--- src/rtl/mem_access_unit_pkg.sv ---
// Shared definitions for the MEM-stage load/store front end: size codes,
// FSM state encoding and the byte/halfword lane masks.
package mem_access_unit_pkg;

    localparam logic [1:0] SZ_BYTE    = 2'd0;
    localparam logic [1:0] SZ_HALF    = 2'd1;
    localparam logic [1:0] SZ_WORD    = 2'd2;
    localparam logic [1:0] SZ_ILLEGAL = 2'd3;

    typedef enum logic {
        ST_IDLE   = 1'b0,
        ST_RMW_WR = 1'b1
    } state_e;

    // Right-aligned lane masks, shifted into position by the lane offset.
    localparam logic [31:0] LANE_MASK_B = 32'h0000_00ff;
    localparam logic [31:0] LANE_MASK_H = 32'h0000_ffff;
    localparam logic [31:0] LANE_MASK_W = 32'hffff_ffff;

endpackage

--- src/rtl/mem_access_unit_if.sv ---
// Pipeline-side request/response and word-memory port bundle.
//   req_*     : MEM-stage request (valid, read, write, size, unsigned, addr, wdata)
//   rdata/stall/err : response to the pipeline
//   mem_*     : word-only data memory port (mem_rdata is combinational from mem_addr)
// slave = the access unit, master = pipeline + memory side.
interface mem_access_unit_if #(
    parameter int unsigned ADDR_W = 32
);
    logic              req_valid;
    logic              req_read;
    logic              req_write;
    logic [1:0]        req_size;
    logic              req_unsigned;
    logic [ADDR_W-1:0] req_addr;
    logic [31:0]       req_wdata;
    logic [31:0]       rdata;
    logic              stall;
    logic              err;
    logic [ADDR_W-1:0] mem_addr;
    logic [31:0]       mem_wdata;
    logic              mem_read;
    logic              mem_write;
    logic [31:0]       mem_rdata;

    modport slave (
        input  req_valid, req_read, req_write, req_size, req_unsigned,
               req_addr, req_wdata, mem_rdata,
        output rdata, stall, err, mem_addr, mem_wdata, mem_read, mem_write
    );

    modport master (
        output req_valid, req_read, req_write, req_size, req_unsigned,
               req_addr, req_wdata, mem_rdata,
        input  rdata, stall, err, mem_addr, mem_wdata, mem_read, mem_write
    );
endinterface

--- src/rtl/mem_lane_align.sv ---
// Combinational lane logic: extracts/extends the addressed load lane of a
// memory word and builds the merged word for a sub-word store.
//   word_i     : word read from memory
//   off_i      : byte offset addr[1:0]
//   size_i     : access size code
//   unsigned_i : zero-extend instead of sign-extend
//   wdata_i    : right-aligned store data
//   load_o     : extended load data
//   merge_o    : word_i with the addressed lane(s) replaced by wdata_i
module mem_lane_align
    import mem_access_unit_pkg::*;
#(
    parameter bit BIG_ENDIAN = 1'b0
) (
    input  logic [31:0] word_i,
    input  logic [1:0]  off_i,
    input  logic [1:0]  size_i,
    input  logic        unsigned_i,
    input  logic [31:0] wdata_i,
    output logic [31:0] load_o,
    output logic [31:0] merge_o
);

    logic [4:0]  sh;
    logic [31:0] lane_mask;
    logic [31:0] shifted;

    // Bit position of the addressed lane; big-endian mirrors the offset.
    always_comb begin
        sh        = 5'd0;
        lane_mask = LANE_MASK_W;
        case (size_i)
            SZ_BYTE: begin
                sh        = BIG_ENDIAN ? {~off_i, 3'b000} : {off_i, 3'b000};
                lane_mask = LANE_MASK_B;
            end
            SZ_HALF: begin
                sh        = BIG_ENDIAN ? {~off_i[1], 4'b0000} : {off_i[1], 4'b0000};
                lane_mask = LANE_MASK_H;
            end
            default: ;
        endcase
    end

    assign shifted = word_i >> sh;

    always_comb begin
        load_o = word_i;
        case (size_i)
            SZ_BYTE: load_o = unsigned_i ? {24'h0, shifted[7:0]}
                                         : {{24{shifted[7]}}, shifted[7:0]};
            SZ_HALF: load_o = unsigned_i ? {16'h0, shifted[15:0]}
                                         : {{16{shifted[15]}}, shifted[15:0]};
            default: ;
        endcase
    end

    assign merge_o = (word_i & ~(lane_mask << sh)) | ((wdata_i & lane_mask) << sh);

endmodule

--- src/rtl/mem_access_unit.sv ---
// MEM-stage load/store front end for a word-only data memory.
//   clk, reset : clock, synchronous active-high reset
//   bus        : request/response and memory port bundle (slave side)
// Loads complete in the request cycle; word stores write directly; sub-word
// stores read the word, merge, and write it back one cycle later (one stall).
// Outputs are combinational and forced to zero while reset is asserted.
module mem_access_unit
    import mem_access_unit_pkg::*;
#(
    parameter bit          BIG_ENDIAN = 1'b0,
    parameter int unsigned ADDR_W     = 32
) (
    input  logic                clk,
    input  logic                reset,
    mem_access_unit_if.slave    bus
);

    state_e            state_q, state_d;
    logic [31:0]       merge_q, merge_d;

    logic [ADDR_W-1:0] word_addr;
    logic              illegal;
    logic              misaligned;
    logic [31:0]       load_data;
    logic [31:0]       merge_word;

    logic [31:0]       rdata_c;
    logic              stall_c;
    logic              err_c;
    logic [ADDR_W-1:0] mem_addr_c;
    logic [31:0]       mem_wdata_c;
    logic              mem_read_c;
    logic              mem_write_c;

    assign word_addr  = {bus.req_addr[ADDR_W-1:2], 2'b00};
    assign illegal    = (bus.req_size == SZ_ILLEGAL) || (bus.req_read && bus.req_write);
    assign misaligned = ((bus.req_size == SZ_HALF) && bus.req_addr[0]) ||
                        ((bus.req_size == SZ_WORD) && (bus.req_addr[1:0] != 2'b00));

    mem_lane_align #(
        .BIG_ENDIAN (BIG_ENDIAN)
    ) u_align (
        .word_i     (bus.mem_rdata),
        .off_i      (bus.req_addr[1:0]),
        .size_i     (bus.req_size),
        .unsigned_i (bus.req_unsigned),
        .wdata_i    (bus.req_wdata),
        .load_o     (load_data),
        .merge_o    (merge_word)
    );

    // State and merge register.
    always_ff @(posedge clk) begin
        if (reset) begin
            state_q <= ST_IDLE;
            merge_q <= 32'h0;
        end else begin
            state_q <= state_d;
            merge_q <= merge_d;
        end
    end

    // Next state and outputs.
    always_comb begin
        state_d     = state_q;
        merge_d     = merge_q;
        rdata_c     = 32'h0;
        stall_c     = 1'b0;
        err_c       = 1'b0;
        mem_addr_c  = '0;
        mem_wdata_c = 32'h0;
        mem_read_c  = 1'b0;
        mem_write_c = 1'b0;

        case (state_q)
            ST_IDLE: begin
                if (bus.req_valid) begin
                    if (illegal || misaligned) begin
                        err_c = 1'b1;
                    end else if (bus.req_read) begin
                        mem_read_c = 1'b1;
                        mem_addr_c = word_addr;
                        rdata_c    = load_data;
                    end else if (bus.req_write) begin
                        mem_addr_c = word_addr;
                        if (bus.req_size == SZ_WORD) begin
                            mem_write_c = 1'b1;
                            mem_wdata_c = bus.req_wdata;
                        end else begin
                            // Read phase of read-modify-write.
                            mem_read_c = 1'b1;
                            stall_c    = 1'b1;
                            merge_d    = merge_word;
                            state_d    = ST_RMW_WR;
                        end
                    end
                end
            end
            ST_RMW_WR: begin
                // Write phase; the held request is not re-decoded here.
                mem_write_c = 1'b1;
                mem_addr_c  = word_addr;
                mem_wdata_c = merge_q;
                state_d     = ST_IDLE;
            end
            default: state_d = ST_IDLE;
        endcase

        // Reset drops any pending store and silences the port.
        if (reset) begin
            state_d     = ST_IDLE;
            merge_d     = 32'h0;
            rdata_c     = 32'h0;
            stall_c     = 1'b0;
            err_c       = 1'b0;
            mem_addr_c  = '0;
            mem_wdata_c = 32'h0;
            mem_read_c  = 1'b0;
            mem_write_c = 1'b0;
        end
    end

    assign bus.rdata     = rdata_c;
    assign bus.stall     = stall_c;
    assign bus.err       = err_c;
    assign bus.mem_addr  = mem_addr_c;
    assign bus.mem_wdata = mem_wdata_c;
    assign bus.mem_read  = mem_read_c;
    assign bus.mem_write = mem_write_c;

endmodule

--- src/flat_wrapper.sv ---
// flat-port wrapper written by rule: the top's interface ports become plain ports
module mem_access_unit_flat import mem_access_unit_pkg::*;
#(
    parameter bit          BIG_ENDIAN = 1'b0,
    parameter int unsigned ADDR_W     = 32
)
  (clk, reset, bus_req_valid, bus_req_read, bus_req_write, bus_req_size, bus_req_unsigned, bus_req_addr, bus_req_wdata, bus_mem_rdata, bus_rdata, bus_stall, bus_err, bus_mem_addr, bus_mem_wdata, bus_mem_read, bus_mem_write);
  mem_access_unit_if #(.ADDR_W(ADDR_W)) bus_i ();
  input  logic clk;
  input  logic reset;
  input wire logic [$bits(bus_i.req_valid)-1:0] bus_req_valid;
  input wire logic [$bits(bus_i.req_read)-1:0] bus_req_read;
  input wire logic [$bits(bus_i.req_write)-1:0] bus_req_write;
  input wire logic [$bits(bus_i.req_size)-1:0] bus_req_size;
  input wire logic [$bits(bus_i.req_unsigned)-1:0] bus_req_unsigned;
  input wire logic [$bits(bus_i.req_addr)-1:0] bus_req_addr;
  input wire logic [$bits(bus_i.req_wdata)-1:0] bus_req_wdata;
  input wire logic [$bits(bus_i.mem_rdata)-1:0] bus_mem_rdata;
  output wire logic [$bits(bus_i.rdata)-1:0] bus_rdata;
  output wire logic [$bits(bus_i.stall)-1:0] bus_stall;
  output wire logic [$bits(bus_i.err)-1:0] bus_err;
  output wire logic [$bits(bus_i.mem_addr)-1:0] bus_mem_addr;
  output wire logic [$bits(bus_i.mem_wdata)-1:0] bus_mem_wdata;
  output wire logic [$bits(bus_i.mem_read)-1:0] bus_mem_read;
  output wire logic [$bits(bus_i.mem_write)-1:0] bus_mem_write;
  assign bus_i.req_valid = bus_req_valid;
  assign bus_i.req_read = bus_req_read;
  assign bus_i.req_write = bus_req_write;
  assign bus_i.req_size = bus_req_size;
  assign bus_i.req_unsigned = bus_req_unsigned;
  assign bus_i.req_addr = bus_req_addr;
  assign bus_i.req_wdata = bus_req_wdata;
  assign bus_i.mem_rdata = bus_mem_rdata;
  assign bus_rdata = bus_i.rdata;
  assign bus_stall = bus_i.stall;
  assign bus_err = bus_i.err;
  assign bus_mem_addr = bus_i.mem_addr;
  assign bus_mem_wdata = bus_i.mem_wdata;
  assign bus_mem_read = bus_i.mem_read;
  assign bus_mem_write = bus_i.mem_write;
  mem_access_unit #(.BIG_ENDIAN(BIG_ENDIAN), .ADDR_W(ADDR_W)) u_core (.clk(clk), .reset(reset), .bus(bus_i));
endmodule
--- config.mk ---
export PLATFORM = sky130hd
export DESIGN_NAME = mem_access_unit_flat
export DESIGN_NICKNAME = d
export VERILOG_FILES = /design/src/rtl/mem_access_unit_pkg.sv /design/src/rtl/mem_access_unit_if.sv /design/src/rtl/mem_lane_align.sv /design/src/rtl/mem_access_unit.sv /design/src/flat_wrapper.sv
export SDC_FILE = /design/constraint.sdc
export NUM_CORES = 1
export LEC_CHECK = 0
export ABC_CLOCK_PERIOD_IN_PS = 5700
export BUFFER_PORTS_ARGS = -buffer_cell sky130_fd_sc_hd__buf_2
export CAP_MARGIN = 25
export CORE_ASPECT_RATIO = 1.4
export CORE_MARGIN = 5
export CORE_UTILIZATION = 44
export CTS_BUF_LIST = sky130_fd_sc_hd__clkbuf_16
export DETAILED_ROUTE_END_ITERATION = 8
export PLACE_DENSITY_LB_ADDON = 0.12
export SYNTH_ARGS = -nofsm -noshare
export SYNTH_HDL_FRONTEND = slang
export SYNTH_SLANG_ARGS = --single-unit
--- constraint.sdc ---
create_clock -name clk -period 5.7 [get_ports clk]
set_input_delay 0.285 -clock clk [delete_from_list [all_inputs] [get_ports clk]]
set_output_delay 0.285 -clock clk [all_outputs]
set_load 0.05 [all_outputs]
Word-level counts from Yosys, hierarchy flattened
Index checks and enable logic that the tools add are counted.
W data, S select, Z words.
{"block": "totals", "register_bits": 33, "input_bits": 104, "out_inout_bits": 100}
{"block": "classes", "reduce_logical": 9, "bitwise": 8, "n_eq_ne": 3, "muxes": 47, "shift": 3}
{"op": "$mux W32", "count": 18}
{"op": "$pmux W32 S2", "count": 4}
{"op": "$and A32 B32 Y32", "count": 2}
{"op": "$shl A32 B5 Y32", "count": 2}
{"op": "$not A32 Y32", "count": 1}
{"op": "$or A32 B32 Y32", "count": 1}
{"op": "$shr A32 B5 Y16", "count": 1}
{"op": "$mux W1", "count": 22}
{"op": "$pmux W5 S2", "count": 1}
{"op": "$reduce_and A6 Y1", "count": 1}
{"op": "$eq A2 B2 Y1 const B", "count": 2}
{"op": "$not A1 Y1", "count": 4}
{"op": "$pmux W1 S2", "count": 2}
{"op": "$logic_and A1 B1 Y1", "count": 3}
{"op": "$logic_or A1 B1 Y1", "count": 3}
{"op": "$eq A2 B1 Y1 const B", "count": 1}
{"op": "$logic_not A2 Y1", "count": 1}
{"op": "$reduce_bool A2 Y1", "count": 1}

Longest topological paths before layout
Gate-level depths: netlist (run 1).
{"block": "logic_depth", "depth_word": 10, "ltp_mapped": 9}

Cells and area by module
Synthesis (run 1) repeated with hierarchy kept, for this count alone.
{"block": "unflattened", "cells_unflattened": 515, "hier_area_um2": 3867.5}
{"module": "mem_access_unit", "cells_each": 278, "n_inst": 1, "seq_area_each_um2": 660.6, "area_per_inst_um2": 2486.1}
{"module": "mem_lane_align", "cells_each": 237, "n_inst": 1, "seq_area_each_um2": 0.0, "area_per_inst_um2": 1381.3}

Least setup slack after synthesis (run 1)
No wires, ideal clock.
{"block": "synth_timing", "path_kind": "in2out", "from": "input bus_req_size[1]", "to": "output bus_rdata[7]", "t_required_ps": 5415, "path_stages": 5, "setup_slack_ps": 2868, "arrival_time_ps": 2547, "path_buffers": 2, "path_cell_list": "clkbuf_1 nor3b_2 clkbuf_1 o21ai_0 a211oi_1"}
{"block": "synth_via", "elab_chain_cells": 10, "word_cells_on_any_way": 19, "classes_between": "eq/ne: 3; shift: 1; mux: 9; reduce/logical: 6"}
{"item": "start: declaration", "line": "flat_wrapper.sv:14", "rtl": "input wire logic [$bits(bus_i.req_size)-1:0] bus_req_size;"}
{"item": "$eq A2 B1 Y1 / $logic_not A2 Y1 (equally long branches)", "line": "mem_lane_align.sv:32, mem_lane_align.sv:49, mem_access_unit.sv:37"}
{"item": "$pmux W5 S2", "line": "mem_lane_align.sv:32", "rtl": "case (size_i)"}
{"item": "$shr A32 B5 Y16", "line": "mem_lane_align.sv:45", "rtl": "assign shifted = word_i >> sh;"}
{"item": "$mux W32 (on tied branches)", "line": "mem_lane_align.sv:52, mem_lane_align.sv:50"}
{"item": "$pmux W32 S2", "line": "mem_lane_align.sv:49", "rtl": "case (size_i)"}
{"item": "$mux W32", "line": "mem_access_unit.sv:80", "rtl": "end else if (bus.req_read) begin"}
{"item": "$mux W32 (*)", "line": "mem_access_unit.sv:78", "rtl": "if (illegal || misaligned) begin"}
{"item": "$mux W32 (*)", "line": "mem_access_unit.sv:77", "rtl": "if (bus.req_valid) begin"}
{"item": "$mux W32 (*)", "line": "mem_access_unit.sv:75", "rtl": "case (state_q)"}
{"item": "$mux W32 (*)", "line": "mem_access_unit.sv:110", "rtl": "if (reset) begin"}
{"item": "end: declaration", "line": "flat_wrapper.sv:19", "rtl": "output wire logic [$bits(bus_i.rdata)-1:0] bus_rdata;"}
Mark *: on every way between the ends. The rest lies on a longest branch, timed or not.

Worst setup path after layout (run 1)
{"block": "layout_timing", "from": "register u_core.state_q", "to": "output bus_rdata[15]"}
{"block": "layout_via", "elab_chain_cells": 2}
{"item": "start: declaration", "line": "mem_access_unit.sv:18", "rtl": "state_e state_q, state_d;"}
{"item": "start signal: assignment", "line": "mem_access_unit.sv:58", "rtl": "state_q <= state_d;"}
{"item": "$mux W32", "line": "mem_access_unit.sv:75"}
{"item": "$mux W32", "line": "mem_access_unit.sv:110"}
Every way passes these cells.

==> results of run 1 <==
## final timing paths
kind	start	end	slack (ps)	cells after the start
max	u_core.state_q	bus_rdata[15]	2470	7
min	bus_mem_rdata[4]	u_core.merge_q[4]	360	3
max reg2reg	u_core.state_q	u_core.merge_q[22]	3560	4
min reg2reg	u_core.merge_q[8]	u_core.merge_q[8]	490	2
## kinds of logic (layout without fill, tap and decap cells)
group / Yosys count / in the layout / share of synthesized area
flops: 33 / 33 / 0.203
simple gates: 219 / 219 / 0.343
mux: 47 / 47 / 0.147
other cells: 1 / 2 / 0.00115
buf+inv: 50 / 220 / 0.0704
xor+xnor: 1 / 1 / 0.00269
compound gates: 110 / 110 / 0.232
## routing by layer
layer,routed length [µm],part of all wire,track usage
met1,4710,0.38,0.299
met2,6080,0.49,0.443
met3,1250,0.10,0.0413
met4,382,0.031,0.0938
met5,0,0,0
## report_power, final
group          switching, µW  internal [µW]  leakage [µW]
sequential              3.63            238      0.000268
combinational            143           79.4       0.00173
clock                   95.5            249     0.0000938
total                    242            567       0.00209
## through the flow
stage | util | setup slack [ps] | instances
2_1_floorplan | - | 2870 | 462
3_3_place_gp | 0.579 | 2540 | 718
3_5_place_dp | 0.580 | 2490 | 719
4_1_cts | 0.607 | 2320 | 727
5_1_grt | 0.609 | 2290 | 729
6_report | 0.609 | 2470 | 729
## flip-flops by register name (all words and copies together) (netlist names)
| register | cells |
|---|---|
| u_core.merge_q | 32 |
| u_core.state_q | 1 |
## area by class of cell
class                      count  area (µm²)  area share
sequential                    33         662       0.150
clock buffer                   5         125      0.0283
multi-input combinational    379        2370       0.536
tap                           97         121      0.0274
inverter                       4        15.0     0.00339
clock inverter                 3        65.1      0.0147
timing repair buffer         208        1060       0.240
## critical path: cells and delay by family, from the launching register on
kind	cells	cell delay, ps
simple gates	2	1090
compound gates	3	690
buf+inv	2	580
flops	1	300
## cells in the final DEF (no fill, tap or decap), drive strengths merged, types with 3 or more instances in the layout
| master | Yosys | layout |
|---|---|---|
| nand3b | 7 | 7 |
| a211oi | 26 | 26 |
| mux2 | 7 | 7 |
| inv | 4 | 4 |
| buf | 13 | 207 |
| clkbuf | 33 | 6 |
| and3 | 8 | 8 |
| o21ai | 11 | 11 |
| dfxtp | 33 | 33 |
| or2 | 3 | 3 |
| nand2 | 5 | 5 |
| and2 | 37 | 37 |
| nor2b | 10 | 10 |
| a222oi | 7 | 7 |
| a21oi | 42 | 42 |
| a2111oi | 9 | 9 |
| nand3 | 8 | 8 |
| mux2i | 40 | 40 |
| nor2 | 112 | 112 |
| nor3 | 19 | 19 |
| a22oi | 8 | 8 |
==> results.toml, run 1 <==
[sta]
whs_ps = 363
maxSlewViolCount = 0
tns_ps = 0
period_share = 0.567
rsz0062_at_grt = "false"
skew_ps = 4.64
fmax_mhz = 309
hold_viol = 0
min_period_ps = 3230
setup_viol = 0
tightest_slew_ps = 946
relSlewSlack = 0.367

[clocking]
post_cts_buffers = 0
cts_resized = 0
htreeDepth = 2
hold_buffers = 0
cts_root_buf = "clkbuf_16"
clk-insertion-delay-late_ps = 270
path_clk_slew_ps = 50
cts.sinks = 33
cts_tree = "built"
cts_buffer_depth = 2
cts_buffers = 5

[die]
rows = 37
io-pin-count = 204
design.core.area_um2 = 7270
fp.dieW_um = 82.6
die_y_um = 112
design.die.area_um2 = 9230
start_util = 0.447

[grt]
grt_pass1_wl_mm = 18.4
grt_use_total = 0.252
overflow = 0
antenna_found_initial = 0
grt_max_degree = 54
grt_pass1_vias = 3710

[run]
maxCapViolCount = 0

[synth]
synth_largest_area_cell = "dfxtp_1"
netlist_top_cells_area = "dfxtp_1, mux2i_1, nor2_1"
synth_commonest_cells = "nor2_1, a21oi_1, mux2i_1, and2_1"
synthCells = 461
netlist_area_um2 = 3250
synth_cell_types = 45
synthArstFlopShare = 0
ys.flop_type = "dfxtp_1"
synth-edff-count = 0
yosysWarnings = 0
yosys.cell_count.top_type = "nor2_1"
ys_ff_latch = 33
yosysSeqAreaShare = 0.203
synth_top_area_frac = 0.203
synth.avg_cell_area_um2 = 7.05

[power]
power_uw = 809
leakagePower_uw = 0.00209
powerDensity_nw_per_um2 = 183
vdd_drop_max_v = 0.000105

[worst_setup_path]
crit_path_max_incr_delay_ps = 770
startpoint_type = "flop"
cp_max_fo = 37
required_ps = 5410
end_kind = "primary output"
critPathSlowestCell = "or4_1"
cp_cell_sequence = "buf_4, nor3b_4, o2111ai_4, or4_1, a21boi_4, a21oi_1, buf_2"
arrival_ps = 2950
critPathKind = "flop to primary output"

[routing]
drc = 0
dr.pass1.iters = 5
routed_wl_mm = 12.4
vias = 4039
dr.first_iter.drc_count = 247
via_per_inst = 5.54
wire_per_inst_um = 17.0
ant_nets = 0

[status]
status = "complete, no violations"

[finish]
drive_above_1_share = 0.388
layout.nets = 735
fill_cells = 722
final_area_um2 = 4420
syn2layout_area_growth_pct = 36.1
antenna_cells = 0

[placed_design]
placed_area_um2 = 4220
hpwl_mm = 9.94
finalWeightedCongestion = 0.937
port_buffers = 201

[min_path]
hp-class = "primary input to flop"
Note: power is estimated with default switching activity, not from simulation.
==> inputs of run 2 (changes only) <==
ABC_CLOCK_PERIOD_IN_PS = 2600   (was 5700)
CORE_UTILIZATION = 40   (was 44)
clock period = 2.6 ns   (was 5.7 ns; I/O delays follow)
==> run 2 against run 1 <==
Compared with the run above:
- largest power group is now registers
- routed wire length is essentially flat
- first-iteration DRC count decreased by 19%
- via count decreased by 1.4%
- setup slack lost 2300 ps
- clock power up 54%
==> results.toml, run 2 (synthesis gave the netlist of run 1 again) <==
[worst_setup_path]
cp_max_fo = 17
arrival_ps = 2270
critPathKind = "flop to primary output"
rrSetupSlack_ps = 760
end_kind = "primary output"
r2r-end = "u_core.merge_q[21]"
required_ps = 2470
crit-reg2reg-launch = "u_core.state_q"
rr_worst_depth = 3
startpoint = "u_core.state_q"
startpoint_type = "flop"

[die]
design.die.area_um2 = 10100
start_util = 0.404
rows = 39
io-pin-count = 204
design.core.area_um2 = 8050
die_y_um = 117
fp.dieW_um = 86.2

[routing]
dr.pass1.iters = 5
via_per_inst = 5.37
drc = 0
routed_wl_mm = 12.4
vias = 3983
wire_per_inst_um = 16.7
ant_nets = 0
dr.first_iter.drc_count = 200

[finish]
layout.nets = 744
syn2layout_area_growth_pct = 36.6
final_cell_mix = "buf_2, nor2_1, a21oi_1, mux2i_1, and2_1"
final_area_um2 = 4440
reg_top3 = "u_core.merge_q x32, u_core.state_q x1"
largest_reg_flops = 32
fill_cells = 820
regMostFlops = "u_core.merge_q"
register_area_um2 = 662
antenna_cells = 0
drive_above_1_share = 0.394
final_common_cell = "buf_2"
multi_input_area_um2 = 2380

[clocking]
cts_buffers = 5
path_clk_slew_ps = 50
cts.sinks = 33
cts_root_buf = "clkbuf_16"
hold_buffers = 0
post_cts_buffers = 0
cts_resized = 0
htreeDepth = 2
cts_buffer_depth = 2
cts_tree = "built"
clk-insertion-delay-late_ps = 270

[min_path]
hp-class = "primary input to flop"
whs_path_depth = 3
holdPathEnd = "u_core.merge_q[4]"
min-delay-start = "bus_mem_rdata[4]"

[sta]
fmax_mhz = 416
setup_viol = 0
hold_viol = 0
min_period_ps = 2400
relSlewSlack = 0.405
tightest_slew_ps = 889
skew_ps = 4.51
period_share = 0.925
tns_ps = 0
rsz0062_at_grt = "false"
maxSlewViolCount = 0

[grt]
grt_pass1_vias = 3821
grt_pass1_wl_mm = 18.9
grt_use_total = 0.233
overflow = 0
antenna_found_initial = 0
grt_max_degree = 49

[placed_design]
hpwl_mm = 10.1
port_buffers = 201
finalWeightedCongestion = 0.884
placed_area_um2 = 4310

[power]
combPwrFrac = 0.317
powerDensity_nw_per_um2 = 350
p_sw_uw = 511
pwr-share-seq = 0.341
vdd_drop_max_v = 0.000227
p_clk_frac = 0.342
switching_share = 0.328
leakagePower_uw = 0.00211
p_int_uw = 1040

[status]
status = "complete, no violations"

[run]
maxCapViolCount = 0
## run 2: stage by stage
step | utilization | hold WS [ps] | total power (µW) | cells | worst slack (ps)
floorplan | - | 341 | 851 | 462 | 43.8
global placement | 0.535 | 481 | 1020 | 735 | 311
detailed placement | 0.535 | 483 | 1030 | 735 | 227
CTS | 0.552 | 220 | 1560 | 742 | 176
global route | 0.552 | 238 | 1630 | 742 | 58.8
finish | 0.552 | 222 | 1560 | 742 | 195
## run 2: worst max path at each step
| stage | to | slack [ps] | cells after the start |
|---|---|---|---|
| after global routing | bus_rdata[18] | 60 | 6 |
| after CTS | bus_rdata[18] | 180 | 6 |
| after detailed placement | u_core.merge_q[21] | 230 | 6 |
| after floorplan | bus_rdata[16] | 40 | 7 |
| final | bus_rdata[18] | 200 | 6 |
| after global placement | u_core.merge_q[21] | 310 | 6 |
## run 2: layout make-up
type | instances | area share
clock inverters | 2 | 0.00169
flip-flops and latches | 33 | 0.149
multi-input cells | 379 | 0.535
repair buffers | 217 | 0.254
inverters | 4 | 0.00338
clock buffers | 5 | 0.0282
well taps | 102 | 0.0287
## run 2: power groups by stage
| stage | sequential, µW | clock [µW] | combinational [µW] |
|---|---|---|---|
| 6_report | 531 | 531 | 493 |
| 5_1_grt | 532 | 567 | 534 |
| 4_1_cts | 531 | 542 | 493 |
| 3_5_place_dp | 541 | 0 | 491 |
| 3_3_place_gp | 541 | 0 | 484 |
| 2_1_floorplan | 538 | 0 | 314 |
## run 2: worst max-delay path, stage by stage (launching register included)
cell,delay [ps]
dfxtp_2,330
nor3b_4,270
o2111ai_4,150
or4_1,580
a21boi_4,240
nor2_1,150
buf_2,270
## run 2: metal layers
layer  up-vias  part of all wire  global-route usage
li1       1990                 -                   -
met1      1773              0.40               0.278
met2       208              0.49               0.426
met3        12             0.096              0.0367
met4         0             0.015              0.0717
met5         -                 0                   0
==> inputs of run 3 (changes only) <==
HOLD_SLACK_MARGIN = 0.02   (was default)
REMOVE_ABC_BUFFERS = 1   (was default)
==> run 3 against run 2 <==
Compared with the run above:
- sequential share of layout area is 0.46 points lower
- count of clock-buffer cells in the layout stayed put
- via count is 5.5% higher
- cell count is 1.8% higher
- total power is 9.2% higher
- routed wire length is 6.2% higher
- sequential power hardly changed
- critical path type unchanged
- largest power group is now clock
==> results.toml, run 3 (synthesis gave the netlist of run 1 again) <==
[finish]
regMostFlops = "u_core.merge_q"
fill_cells = 815
largest_reg_flops = 32
utilization = 0.569
final_common_cell = "buf_2"
layout.nets = 756
drive_above_1_share = 0.407
final_cell_mix = "buf_2, nor2_1, a21oi_1, mux2i_1, and2_1"
syn2layout_area_growth_pct = 41.0
antenna_cells = 0
reg_top3 = "u_core.merge_q x32, u_core.state_q x1"

[grt]
overflow = 0
grt_max_degree = 49
grt_pass1_wl_mm = 19.9
grt_pass1_vias = 3899
grt_use_total = 0.248
antenna_found_initial = 1

[worst_setup_path]
critPathKind = "flop to primary output"
startpoint = "u_core.state_q"
crit-reg2reg-launch = "u_core.state_q"
required_ps = 2470
arrival_ps = 2340
end_kind = "primary output"
rrSetupSlack_ps = 430
critPathCapture = "bus_rdata[18]"
rr_worst_depth = 4
startpoint_type = "flop"
cp_max_fo = 17
r2r-end = "u_core.merge_q[23]"

[die]
start_util = 0.404
fp.dieW_um = 86.2
design.core.area_um2 = 8050
rows = 39
design.die.area_um2 = 10100
io-pin-count = 204
die_y_um = 117

[routing]
dr.pass1.iters = 6
wirelength_met1_mm = 4.87
routed_wl_mm = 13.2
dr_wl_met2_mm = 6.73
dr_wl_met3_mm = 1.33
ant_nets = 0
dr.first_iter.drc_count = 332
drc = 0
vias = 4201
wire_per_inst_um = 17.5
via_per_inst = 5.56
routed.top_layer = "met5"

[sta]
setup_viol = 0
skew_ps = 4.19
fmax_mhz = 404
maxSlewViolCount = 0
hold_viol = 0
tightest_slew_ps = 771
rsz0062_at_grt = "false"
relSlewSlack = 0.485
min_period_ps = 2470
period_share = 0.952

[power]
leakagePower_uw = 0.00218
powerDensity_nw_per_um2 = 370
vdd_drop_max_v = 0.000288
power_uw = 1700

[clocking]
cts_tree = "built"
clk-insertion-delay-late_ps = 280
path_clk_slew_ps = 50
cts_buffer_depth = 2
post_cts_buffers = 0
cts_root_buf = "clkbuf_16"
cts.sinks = 33
cts_buffers = 5
htreeDepth = 2

[placed_design]
finalWeightedCongestion = 0.838
hpwl_mm = 10.1
port_buffers = 201

[min_path]
hp-class = "primary input to flop"

[run]
maxCapViolCount = 0

[status]
status = "complete, no violations"
## run 3: changes by cell type in the layout (fill, tap and decap cells not counted)
cell | before | now
bufinv_16 | 0 | 1
nor2_2 | 10 | 11
buf_2 | 201 | 198
buf_4 | 16 | 28
nor2_1 | 102 | 101
clkbuf_4 | 0 | 2
buf_12 | 0 | 1
## run 3: how the worst min path moves through the flow
stage | slack, ps | depth (start not counted) | startpoint | endpoint
6_report | 220 | 3 | bus_mem_rdata[4] | u_core.merge_q[4]
5_1_grt | 230 | 3 | bus_mem_rdata[5] | u_core.merge_q[5]
4_1_cts | 210 | 3 | bus_mem_rdata[1] | u_core.merge_q[1]
3_5_place_dp | 480 | 2 | u_core.merge_q[9] | u_core.merge_q[9]
3_3_place_gp | 480 | 2 | u_core.merge_q[12] | u_core.merge_q[12]
2_1_floorplan | 200 | 1 | reset | u_core.merge_q[0]
## run 3: what timing repair did
action / 4_1_cts / 5_1_grt
hold buffers: 0 / 0
endpoints found under the setup margin: 0 / 2
gates resized for setup: 0 / 3
## run 3: per-stage QoR
stage / area [µm²] / cells / setup TNS, ps / hold slack, ps / setup slack, ps
finish: 4580 / 755 / 0 / 218 / 126
global route: 4580 / 755 / 0 / 227 / 12.9
CTS: 4570 / 755 / 0 / 213 / 49.5
detailed placement: 4410 / 747 / 0 / 482 / 99.0
global placement: 4410 / 747 / 0 / 478 / 310
floorplan: 3040 / 416 / -82630 / 203 / -1350
## run 3: layout make-up
class	instances	area [µm²]	area share
Tap cell	102	128	0.0278
Clock buffer	5	125	0.0273
Clock inverter	3	37.5	0.00819
Timing Repair Buffer	229	1240	0.270
Inverter	4	15.0	0.00328
Sequential cell	33	662	0.144
Multi-Input combinational cell	379	2380	0.519
## run 3: per-layer routing
metal  GRT usage  up-vias
li1            -     2018
met1       0.278     1945
met2       0.461      214
met3      0.0550       22
met4      0.0821        2
met5           0        -
## run 3: worst max-delay path, stage by stage (launching register included)
cell and delay (ps):
dfxtp_2 340, nor3b_4 260, o2111ai_4 150, or4_1 580, a21boi_4 250, nor2_1 200
buf_2 290
## run 3: where the power goes
part           switching [µW]  internal [µW]
clock network             212            445
logic                     319            192
registers                7.89            521
total                     539           1160
